### src/rtl/params_noc.sv
// params_noc: shared NoC widths, flit types and downstream VC state encoding.
package params_noc;
  localparam int VC_NUM  = 2;
  localparam int VC_Size = (VC_NUM > 1) ? $clog2(VC_NUM) : 1;
  typedef enum logic [1:0] {HEAD, BODY, TAIL, HEADTAIL} flit_type_e;
  typedef enum logic {FREE, ALLOCATED} vc_state_e;
endpackage

### src/rtl/rr_arbiter.sv
// rr_arbiter: one-hot round-robin pick, searching upward from ptr_i + 1 and wrapping.
module rr_arbiter #(
  parameter  int N  = 5,
  localparam int PW = (N > 1) ? $clog2(N) : 1
) (
  input  logic [N-1:0]  req_i,
  input  logic [PW-1:0] ptr_i,
  output logic [N-1:0]  gnt_o
);
  logic [N-1:0] w_mask, w_hi, w_pick;
  for (genvar j = 0; j < N; j++) begin : g_mask
    assign w_mask[j] = PW'(j) > ptr_i;
  end
  assign w_hi   = req_i & w_mask;
  assign w_pick = |w_hi ? w_hi : req_i;
  assign gnt_o  = w_pick & (~w_pick + N'(1));
endmodule

### src/rtl/output_vc_tracker.sv
// output_vc_tracker: tracks downstream VC state for one output port and allocates free VCs.
// Define OUTPUT_VC_CHECK_EN to build the sticky protocol-error detector behind err_o.
module output_vc_tracker #(
  parameter int VC_NUM  = params_noc::VC_NUM,
  parameter int NUM_REQ = 5
) (
  input  logic                           clk,
  input  logic                           rst_n,
  input  logic [NUM_REQ-1:0]             vc_Req_i,
  output logic [NUM_REQ-1:0]             vc_Grant_o,
  output logic [params_noc::VC_Size-1:0] vc_New_o,
  output logic                           vc_Val_o,
  input  logic [VC_NUM-1:0]              on_Off_i,
  input  logic                           flit_Sent_i,
  input  logic [params_noc::VC_Size-1:0] flit_Vc_i,
  input  logic                           flit_Tail_i,
  output logic [VC_NUM-1:0]              vc_Avail_o,
  output logic                           err_o
);
  import params_noc::*;
  localparam int PW = (NUM_REQ > 1) ? $clog2(NUM_REQ) : 1;
  localparam int VP = 2 ** VC_Size;
  vc_state_e          r_state [VC_NUM];
  logic [NUM_REQ-1:0] r_grant, w_elig, w_gnt;
  logic [VC_Size-1:0] r_new, w_vc_sel;
  logic [PW-1:0]      r_ptr, w_gidx;
  logic               r_val, w_any_free, w_do_grant, w_sent_ok, w_rel;
  logic [VC_NUM-1:0]  w_free;
  logic [VP-1:0]      w_alloc_pad, w_on_pad, w_range;
  // Pad per-VC flags to the full index space so out-of-range flit_Vc_i reads as invalid
  for (genvar v = 0; v < VP; v++) begin : g_pad
    if (v < VC_NUM) begin : g_real
      assign w_alloc_pad[v] = r_state[v] == ALLOCATED;
      assign w_on_pad[v]    = on_Off_i[v];
      assign w_range[v]     = 1'b1;
    end else begin : g_none
      assign w_alloc_pad[v] = 1'b0;
      assign w_on_pad[v]    = 1'b0;
      assign w_range[v]     = 1'b0;
    end
  end
  for (genvar v = 0; v < VC_NUM; v++) begin : g_vc
    assign w_free[v]     = r_state[v] == FREE && on_Off_i[v];
    assign vc_Avail_o[v] = r_state[v] == ALLOCATED && on_Off_i[v];
  end
  assign w_sent_ok  = flit_Sent_i && w_range[flit_Vc_i] && w_alloc_pad[flit_Vc_i] && w_on_pad[flit_Vc_i];
  assign w_rel      = w_sent_ok && flit_Tail_i;
  assign w_any_free = |w_free;
  assign w_elig     = vc_Req_i & ~r_grant;
  assign w_do_grant = |w_elig && w_any_free;
  always_comb begin
    w_vc_sel = '0;
    for (int v = VC_NUM - 1; v >= 0; v--) if (w_free[v]) w_vc_sel = VC_Size'(v);
  end
  rr_arbiter #(.N(NUM_REQ)) u_arb (.req_i(w_elig), .ptr_i(r_ptr), .gnt_o(w_gnt));
  always_comb begin
    w_gidx = '0;
    for (int r = 0; r < NUM_REQ; r++) if (w_gnt[r]) w_gidx = PW'(r);
  end
  always_ff @(posedge clk or negedge rst_n) begin
    if (!rst_n) begin
      r_state <= '{default: FREE};
      r_grant <= '0;
      r_new   <= '0;
      r_val   <= 1'b0;
      r_ptr   <= PW'(NUM_REQ - 1);
    end else begin
      for (int v = 0; v < VC_NUM; v++)
        if (w_rel && flit_Vc_i == VC_Size'(v)) r_state[v] <= FREE;
        else if (w_do_grant && w_vc_sel == VC_Size'(v)) r_state[v] <= ALLOCATED;
      r_grant <= w_do_grant ? w_gnt : '0;
      r_new   <= w_do_grant ? w_vc_sel : '0;
      r_val   <= w_do_grant;
      if (w_do_grant) r_ptr <= w_gidx;
    end
  end
`ifdef OUTPUT_VC_CHECK_EN
  logic r_err;
  always_ff @(posedge clk or negedge rst_n) begin
    if (!rst_n) r_err <= 1'b0;
    else if (flit_Sent_i && !w_sent_ok) r_err <= 1'b1;
  end
  assign err_o = r_err;
`else
  assign err_o = 1'b0;
`endif
  assign vc_Grant_o = r_grant;
  assign vc_New_o   = r_new;
  assign vc_Val_o   = r_val;
endmodule

### config.mk
export PLATFORM = sky130hd
export DESIGN_NAME = output_vc_tracker
export DESIGN_NICKNAME = d
export VERILOG_FILES = /design/src/rtl/params_noc.sv /design/src/rtl/rr_arbiter.sv /design/src/rtl/output_vc_tracker.sv
export SDC_FILE = /design/constraint.sdc
export NUM_CORES = 1
export LEC_CHECK = 0
export BUFFER_PORTS_ARGS = -buffer_cell sky130_fd_sc_hd__clkbuf_2
export CORE_MARGIN = 5
export CORE_UTILIZATION = 52
export CTS_CLUSTER_DIAMETER = 40
export DETAILED_ROUTE_END_ITERATION = 16
export PLACE_DENSITY_LB_ADDON = 0.25
export SLEW_MARGIN = 10
export SYNTH_ARGS = -nofsm -noshare
export SYNTH_HDL_FRONTEND = slang
export SYNTH_SLANG_ARGS = --single-unit
### constraint.sdc
create_clock -name clk -period 4.6 [get_ports clk]
set_input_delay 0.46 -clock clk [delete_from_list [all_inputs] [get_ports clk]]
set_output_delay 0.46 -clock clk [all_outputs]
set_load 0.01 [all_outputs]
==> impl_metrics.csv, run 1 <==
group,metric,value,unit
global_routing,grt_max_degree,13,
sta,skew,0.00300,ns
yosys,synth_cell_type_count,37,
clock_tree,clk_latency,0.27,ns
die,num_io_pins,22,
routing,drt_iter0_markers,10,
routing,drc,0,
yosys,async_reset_ff_share,100,%
critical_path,cpMaxStageDelayCell,"dfstp_2",
final_layout,drive_above_1_share,41.1,%
routing,firstDrtPassIters,4,
die,core,0.00130,sq mm
routing,viasPerCell,5.66,
critical_path,path_delay_family,"simple AND/OR/NAND/NOR gates",
power,p_per_area,415,mW/mm^2
yosys,yosysWarnings,0,
global_routing,grt_pass1_vias,549,
global_routing,grt_overflow,0,
yosys,synth_top_cell_by_area,"dfrtp_1",
die,start_util,54.8,%
critical_path,path_class,"reg2reg",
clock_tree,path_clk_slew,0.08,ns
clock_tree,cts_made_buffers,3,
sta,relSlewSlack,61.5,%
yosys,synthesis.nets,79,
routing,num_vias,594,
die,core.rowCount,13,
final_layout,antenna_cells,0,
yosys,synth_area_leaders,"dfrtp_1, o41ai_4, dfstp_2",
clock_tree,cts_buffer_depth,2,
critical_path,worstPathMaxFanout,7,
routing,antenna_left,0,
place,dp_hpwl,1130,microns
routing,wirelength,1400,microns
final_layout,n_fill_cell,110,
yosys,syn_area,713,sq um
sta,hold_viol_final,0,
sta,setup_viol,0,
critical_path,worst_path_largest_cell_delay,0.62,ns
die,fp.dieW,47.0,microns
final_layout,post-route-util,66.2,%
clock_tree,post_cts_buffers,0,
die,dieArea,0.00221,sq mm
run,cap_violations,0,
final_layout,multi_input_area,393,sq um
clock_tree,root_buffer,"clkbuf_4",
critical_path,reg2reg_setup_slack,2.86,ns
sta,rsz0062_at_grt,"false",
yosys,synth-edff-count,0,
sta,period_share,37.8,%
critical_path,cp_cell_sequence,"a21oi_1, and2_4, or4_4, mux2i_1, a31oi_1",
yosys,synth.top_cell.area_share,38.6,%
power,ir_worst_vdd,0.274,mV
die,die_h,47.0,microns
sta,worst_pin_slew,0.576,ns
final_layout,final-seq-area,302,sq um
sta,maxSlewViolCount,0,
critical_path,start_kind,"flop",
place,place.port_buffers,20,
clock_tree,cts_tree,"built",
sta,tns,0,ns
critical_path,cp.arrival,1.89,ns
yosys,ys_seq_elements,12,
final_layout,syn_to_final_growth,20.7,%
yosys,synth_ff_type,"dfrtp_1",
status,status,"finished, final reports clean",
sta,timing.fmax,576,MHz
global_routing,antenna_found_initial,0,
global_routing,track_usage,14.8,%
place,place_congestion,0.863,
yosys,ys_seq_area_share,42.3,%
power,leakagePower,0.407,nW
critical_path,crit_path_end_kind,"flop",
clock_tree,htreeDepth,1,
global_routing,grt_pass1_wl,2320,microns
final_layout,fin_nets,103,
yosys,syn-instance-count,67,
routing,wl_per_cell,13.4,microns
clock_tree,hold_buffers,0,
critical_path,path_buf_inv,0,
sta,layout_min_cycle_time,1.74,ns
critical_path,worst_ep_required_time,4.75,ns
yosys,syn-mean-instance-area,10.6,sq um
clock_tree,cts_resized,0,
clock_tree,cts_sinks,12,
min_path,hp-class,"in2async",
kinds of logic (layout without fill, tap and decap cells):
| kind of cell | after synthesis | in the layout | share of synthesized area (%) |
|---|---|---|---|
| mux | 1 | 1 | 1.40 |
| buf+inv | 4 | 27 | 2.63 |
| simple gates | 30 | 30 | 30.5 |
| other cells | 1 | 1 | 0.526 |
| flops | 12 | 12 | 42.3 |
| compound gates | 19 | 19 | 22.6 |
metal layers:
layer  track usage, %  vias up  share of wire, %
li1                 -      294                 -
met1             19.4      281                47
met2             23.8       19                46
met3             2.68        0               6.2
met4             6.63        0                 0
met5                0        -                 0
cells in the final DEF (no fill, tap or decap), types with 2 or more instances in the layout:
cell type	n
clkbuf_4	3
nor3b_1	2
nor2_1	7
nand2b_1	4
o21ai_0	3
clkbuf_2	20
inv_1	2
o21ai_1	2
a41oi_1	2
and2_1	2
a31oi_1	2
nor3_1	2
a21oi_1	3
dfrtp_1	11
cell type report:
| cell class | instances | area share, % |
|---|---|---|
| well taps | 15 | 2.18 |
| repair buffers | 20 | 11.6 |
| inverters | 3 | 1.31 |
| flip-flops and latches | 12 | 35.0 |
| multi-input cells | 51 | 45.6 |
| clock buffers | 4 | 4.22 |
sequential cells by signal, indices dropped and copies added, names as in the netlist:
signal and flops:
r_ptr 3, r_state 2, vc_Grant_o 5, vc_New_o 1, vc_Val_o 1
path summary, 6_finish.rpt:
path	endpoint	cells past startpoint	start
setup / recovery	r_ptr[0]	5	r_ptr[2]
hold / removal	vc_Val_o	1	rst_n
setup reg to reg	r_ptr[0]	5	r_ptr[2]
hold reg to reg	r_ptr[2]	1	r_ptr[2]
max in group asynchronous	r_ptr[2]	1	rst_n
min in group clk	r_state[0]	2	flit_Vc_i
where the power goes:
group          leakage [nW]  internal [W]  switching [W]   total, W
logic                 0.236     0.0000548      0.0000694   0.000124
registers             0.150      0.000124      0.0000260   0.000150
clock network        0.0210     0.0000481      0.0000347  0.0000828
worst reg2reg max path, delay by kind of cell, from the launching register on:
kind	cells	cell delay [ns]
compound gates	2	0.14
simple gates	2	0.72
flops	1	0.62
mux	1	0.14
metrics by stage:
step	area [sq um]	hold slack [ns]	cells	power, W	setup slack [ns]
2_1_floorplan	713	0.164	67	0.000243	2.97
3_3_place_gp	825	0.358	101	0.000273	2.82
3_5_place_dp	825	0.368	101	0.000274	2.82
4_1_cts	861	0.0681	105	0.000358	2.88
5_1_grt	861	0.0780	105	0.000381	2.77
6_report	861	0.0594	105	0.000357	2.86
cells in the mapped netlist (2+ instances only):
master and n:
nor3_1 2, o21ai_1 2, nand2b_1 4, nor3b_1 2
a21oi_1 3, dfrtp_1 11, o21ai_0 3, a31oi_1 2
nor2_1 7, inv_1 2, a41oi_1 2, and2_1 2
(Power assumes the default switching activity.)
==> run 2: changes to the inputs <==
--- a/config.mk
+++ b/config.mk
@@ -7,7 +7,7 @@
 export LEC_CHECK = 0
 export BUFFER_PORTS_ARGS = -buffer_cell sky130_fd_sc_hd__clkbuf_2
 export CORE_MARGIN = 5
-export CORE_UTILIZATION = 52
+export CORE_UTILIZATION = 48
 export CTS_CLUSTER_DIAMETER = 40
 export DETAILED_ROUTE_END_ITERATION = 16
 export PLACE_DENSITY_LB_ADDON = 0.25
==> constraint.sdc (replaced) <==
create_clock -name clk -period 1.8 [get_ports clk]
set_input_delay 0.18 -clock clk [delete_from_list [all_inputs] [get_ports clk]]
set_output_delay 0.18 -clock clk [all_outputs]
set_load 0.01 [all_outputs]
==> impl_metrics.csv, run 2 (synthesis gave the netlist of run 1 again) <==
group,metric,value,unit
global_routing,grt_pass1_wl,2590,microns
global_routing,grt_pass1_vias,595,
place,dp_cells,103,
routing,drc,0,
die,core.rowCount,14,
final_layout,n_fill_cell,118,
critical_path,start_kind,"flop",
routing,antenna_left,0,
clock_tree,htreeDepth,1,
final_layout,syn_to_final_growth,24.2,%
routing,wirelength,1480,microns
min_path,hp-class,"in2reg",
clock_tree,cts_buffer_depth,2,
critical_path,worst_ep_required_time,1.96,ns
critical_path,crit_path_end_kind,"flop",
critical_path,r2r-start,"r_ptr[2]",
power,ir_worst_vdd,0.543,mV
die,start_util,49.1,%
sta,skew,0.00561,ns
final_layout,final_cell_area,886,sq um
final_layout,fin_nets,105,
sta,hold_viol_final,0,
final_layout,layout.cells.most_common_list,"clkbuf_2, dfrtp_1, nor2_1, nand2b_1",
clock_tree,cts_sinks,12,
global_routing,track_usage,13.9,%
final_layout,instances_no_fill,108,
die,core,0.00145,sq mm
routing,viasPerCell,5.67,
sta,period_share,95.5,%
global_routing,grt_overflow,0,
routing,num_vias,612,
clock_tree,cts_made_buffers,3,
die,fp.dieW,48.5,microns
routing,drt_iter0_markers,7,
status,status,"finished, final reports clean",
place,dp_hpwl,1120,microns
critical_path,critPathLaunch,"r_ptr[2]",
clock_tree,post_cts_buffers,0,
place,place.port_buffers,20,
power,p_per_area,1060,mW/mm^2
power,leakagePower,0.417,nW
routing,firstDrtPassIters,4,
place,dpl_cell_area,833,sq um
die,dieArea,0.00236,sq mm
critical_path,reg2reg_setup_slack,0.08,ns
sta,maxSlewViolCount,0,
critical_path,cp.arrival,1.88,ns
die,die_h,48.5,microns
run,cap_violations,0,
final_layout,drive_above_1_share,42.4,%
final_layout,antenna_cells,0,
clock_tree,clk_latency,0.28,ns
die,num_io_pins,22,
routing,wl_per_cell,13.7,microns
final_layout,layout_commonest_cell,"clkbuf_2",
global_routing,grt_max_degree,13,
sta,relSlewSlack,64.4,%
clock_tree,path_clk_slew,0.08,ns
place,place_congestion,0.781,
sta,worst_pin_slew,0.532,ns
sta,rsz0062_at_grt,"false",
sta,tns,0,ns
critical_path,worstPathMaxFanout,7,
critical_path,path_class,"reg2reg",
sta,timing.fmax,581,MHz
sta,layout_min_cycle_time,1.72,ns
clock_tree,cts_tree,"built",
min_path,hp-start,"flit_Vc_i",
final_layout,largest_reg_flops,5,
global_routing,antenna_found_initial,0,
clock_tree,root_buffer,"clkbuf_4",
final_layout,post-route-util,60.9,%
sta,setup_viol,0,
-- run 2: layout make-up --
class | count | area, sq um | share of cell area [%]
clock buffers | 4 | 36.3 | 4.10
inverters | 3 | 11.3 | 1.27
multi-input cells | 51 | 399 | 45.1
flip-flops and latches | 12 | 302 | 34.0
well taps | 16 | 20.0 | 2.26
repair buffers | 22 | 118 | 13.3
-- run 2: worst max-delay path, cell delays in order (launching register included) --
cell	delay [ns]
dfstp_2	0.62
a21oi_1	0.09
and2_4	0.19
or4_4	0.51
mux2i_1	0.14
a31oi_1	0.06
-- run 2: where the power goes --
part           internal [W]  switching (W)
Sequential         0.000317      0.0000676
Combinational      0.000147       0.000185
Clock              0.000123      0.0000952
-- run 2: routing by layer --
metal	global-route usage [%]	wire (microns)	vias up	share of wire, %
met1	17.1	609	282	41
met4	6.73	26	0	1.8
met5	0	0	-	0
met2	22.6	745	26	50
met3	3.37	99	6	6.7
li1	-	-	298	-
-- run 2: timing repair --
action | 4_1_cts | 5_1_grt
hold buffers | 1 | 0
gates resized for setup | 0 | 1
hold endpoints to repair | 11 | 0
setup endpoints to repair | 0 | 5
-- run 2: worst paths after layout --
check / cells past startpoint / endpoint
setup / recovery: 5 / r_ptr[0]
hold / removal: 2 / r_state[0]
min in group asynchronous: 2 / r_state[0]
hold reg to reg: 1 / r_ptr[2]
max in group asynchronous: 2 / r_ptr[2]
setup reg to reg: 5 / r_ptr[0]
-- run 2: through the flow --
step	total power [W]	hold slack (ns)	setup WS (ns)
6_report	0.000935	0.104	0.0802
2_1_floorplan	0.000621	-0.116	0.167
4_1_cts	0.000932	0.108	0.0239
3_3_place_gp	0.000694	0.0780	0.135
3_5_place_dp	0.000703	0.0825	0.0985
5_1_grt	0.00100	0.123	0.00132
==> run 3: changes to the inputs <==
--- a/config.mk
+++ b/config.mk
@@ -10,7 +10,7 @@
 export CORE_UTILIZATION = 48
 export CTS_CLUSTER_DIAMETER = 40
 export DETAILED_ROUTE_END_ITERATION = 16
-export PLACE_DENSITY_LB_ADDON = 0.25
+export PLACE_DENSITY_LB_ADDON = 0.05
 export SLEW_MARGIN = 10
 export SYNTH_ARGS = -nofsm -noshare
 export SYNTH_HDL_FRONTEND = slang
==> impl_metrics.csv, run 3 (synthesis gave the netlist of run 1 again) <==
group,metric,value,unit
final_layout,largest_reg_flops,5,
final_layout,layout_commonest_cell,"clkbuf_2",
routing,wl_per_cell,13.3,microns
final_layout,drive_above_1_share,41.9,%
die,start_util,49.1,%
sta,skew,0.00491,ns
routing,firstDrtPassIters,3,
sta,setup_viol,0,
min_path,hp-class,"in2reg",
final_layout,fin_nets,106,
global_routing,grt_max_degree,13,
routing,drt_iter0_markers,8,
critical_path,worstPathMaxFanout,6,
place,place.port_buffers,20,
power,p_per_area,1050,mW/mm^2
critical_path,start_kind,"flop",
clock_tree,htreeDepth,1,
die,core.rowCount,14,
routing,drc,0,
clock_tree,cts_made_buffers,3,
final_layout,final-seq-area,302,sq um
final_layout,layout.cells.most_common_list,"clkbuf_2, dfrtp_1, nor2_1, nand2b_1",
sta,period_share,94.6,%
min_path,hold_depth,2,
clock_tree,path_clk_slew,0.08,ns
critical_path,cp.arrival,1.92,ns
critical_path,crit_path_end_kind,"flop",
place,dp_hpwl,1110,microns
clock_tree,cts_buffer_depth,2,
final_layout,instances_no_fill,109,
sta,hold_viol_final,0,
critical_path,path_class,"reg2reg",
clock_tree,cts_tree,"built",
global_routing,grt_pass1_wl,2440,microns
place,place_congestion,0.812,
global_routing,track_usage,13.2,%
die,num_io_pins,22,
sta,hold_slack,0.118,ns
final_layout,antenna_cells,0,
clock_tree,clk_latency,0.27,ns
run,cap_violations,0,
global_routing,antenna_found_initial,0,
global_routing,grt_pass1_vias,569,
sta,layout_min_cycle_time,1.70,ns
final_layout,n_fill_cell,124,
die,dieArea,0.00236,sq mm
clock_tree,cts_sinks,12,
critical_path,worst_ep_required_time,2.01,ns
status,status,"finished, final reports clean",
routing,antenna_left,0,
die,core,0.00145,sq mm
routing,viasPerCell,5.39,
routing,num_vias,588,
power,ir_worst_vdd,0.571,mV
sta,maxSlewViolCount,0,
final_layout,post-route-util,61.0,%
power,leakagePower,0.421,nW
critical_path,r2r_cells,5,
final_layout,syn_to_final_growth,24.4,%
place,dp_cells,103,
die,fp.dieW,48.5,microns
clock_tree,root_buffer,"clkbuf_4",
final_layout,multi_input_area,393,sq um
routing,wirelength,1450,microns
clock_tree,cts_resized,0,
sta,timing.fmax,587,MHz
die,die_h,48.5,microns
global_routing,grt_overflow,0,
-- run 3: what timing repair did --
action                                 in CTS  in global routing
setup buffers                               0                  1
setup endpoints to repair                   0                  1
endpoints found under the hold margin      11                  0
hold buffers                                1                  0
-- run 3: path summary, 6_finish.rpt --
| kind | start | end | slack [ns] |
|---|---|---|---|
| worst max-delay path | r_ptr[2] | r_ptr[2] | 0.1 |
| min in group asynchronous | rst_n | r_ptr[1] | 0.32 |
| max in group asynchronous | rst_n | r_ptr[2] | 1.20 |
| worst min-delay path | flit_Vc_i | r_state[0] | 0.12 |
| worst min register to register | r_state[1] | r_state[1] | 0.59 |
| worst max register to register | r_ptr[2] | r_ptr[2] | 0.1 |
-- run 3: area by class of cell --
type | instances | area share, %
Multi-Input combinational cell | 51 | 44.3
Sequential cell | 12 | 34.0
Timing Repair Buffer | 23 | 14.1
Clock buffer | 4 | 4.09
Tap cell | 16 | 2.26
Inverter | 3 | 1.27
-- run 3: report_power, final --
group	total (W)	switching (W)	leakage, nW	internal [W]
combinational	0.000333	0.000181	0.250	0.000152
sequential	0.000380	0.0000631	0.150	0.000317
clock	0.000216	0.0000926	0.0210	0.000123
total	0.000929	0.000337	0.421	0.000592
-- run 3: critical path, stage by stage, from the launching register on --
cell and delay, ns:
dfstp_2 0.60, nor2_1 0.07, o2bb2ai_1 0.20, o41ai_1 0.49
a2111oi_2 0.10, a21o_1 0.17
-- run 3: stage by stage --
stage / setup TNS, ns / total power (W) / instance area, sq um / setup WS [ns]
2_1_floorplan: 0 / 0.000621 / 713 / 0.167
3_3_place_gp: 0 / 0.000698 / 833 / 0.114
3_5_place_dp: 0 / 0.000702 / 833 / 0.107
4_1_cts: 0 / 0.000923 / 880 / 0.0927
5_1_grt: -0.0168 / 0.000996 / 887 / -0.0168
6_report: 0 / 0.000929 / 887 / 0.0972
-- run 3: metal layers --
layer,track usage [%],share of wire (%),vias to the layer above
met4,8.07,2.5,0
met2,19.1,44,20
met5,0,0,-
met3,4.60,7.7,4
met1,16.6,46,261
li1,-,-,303
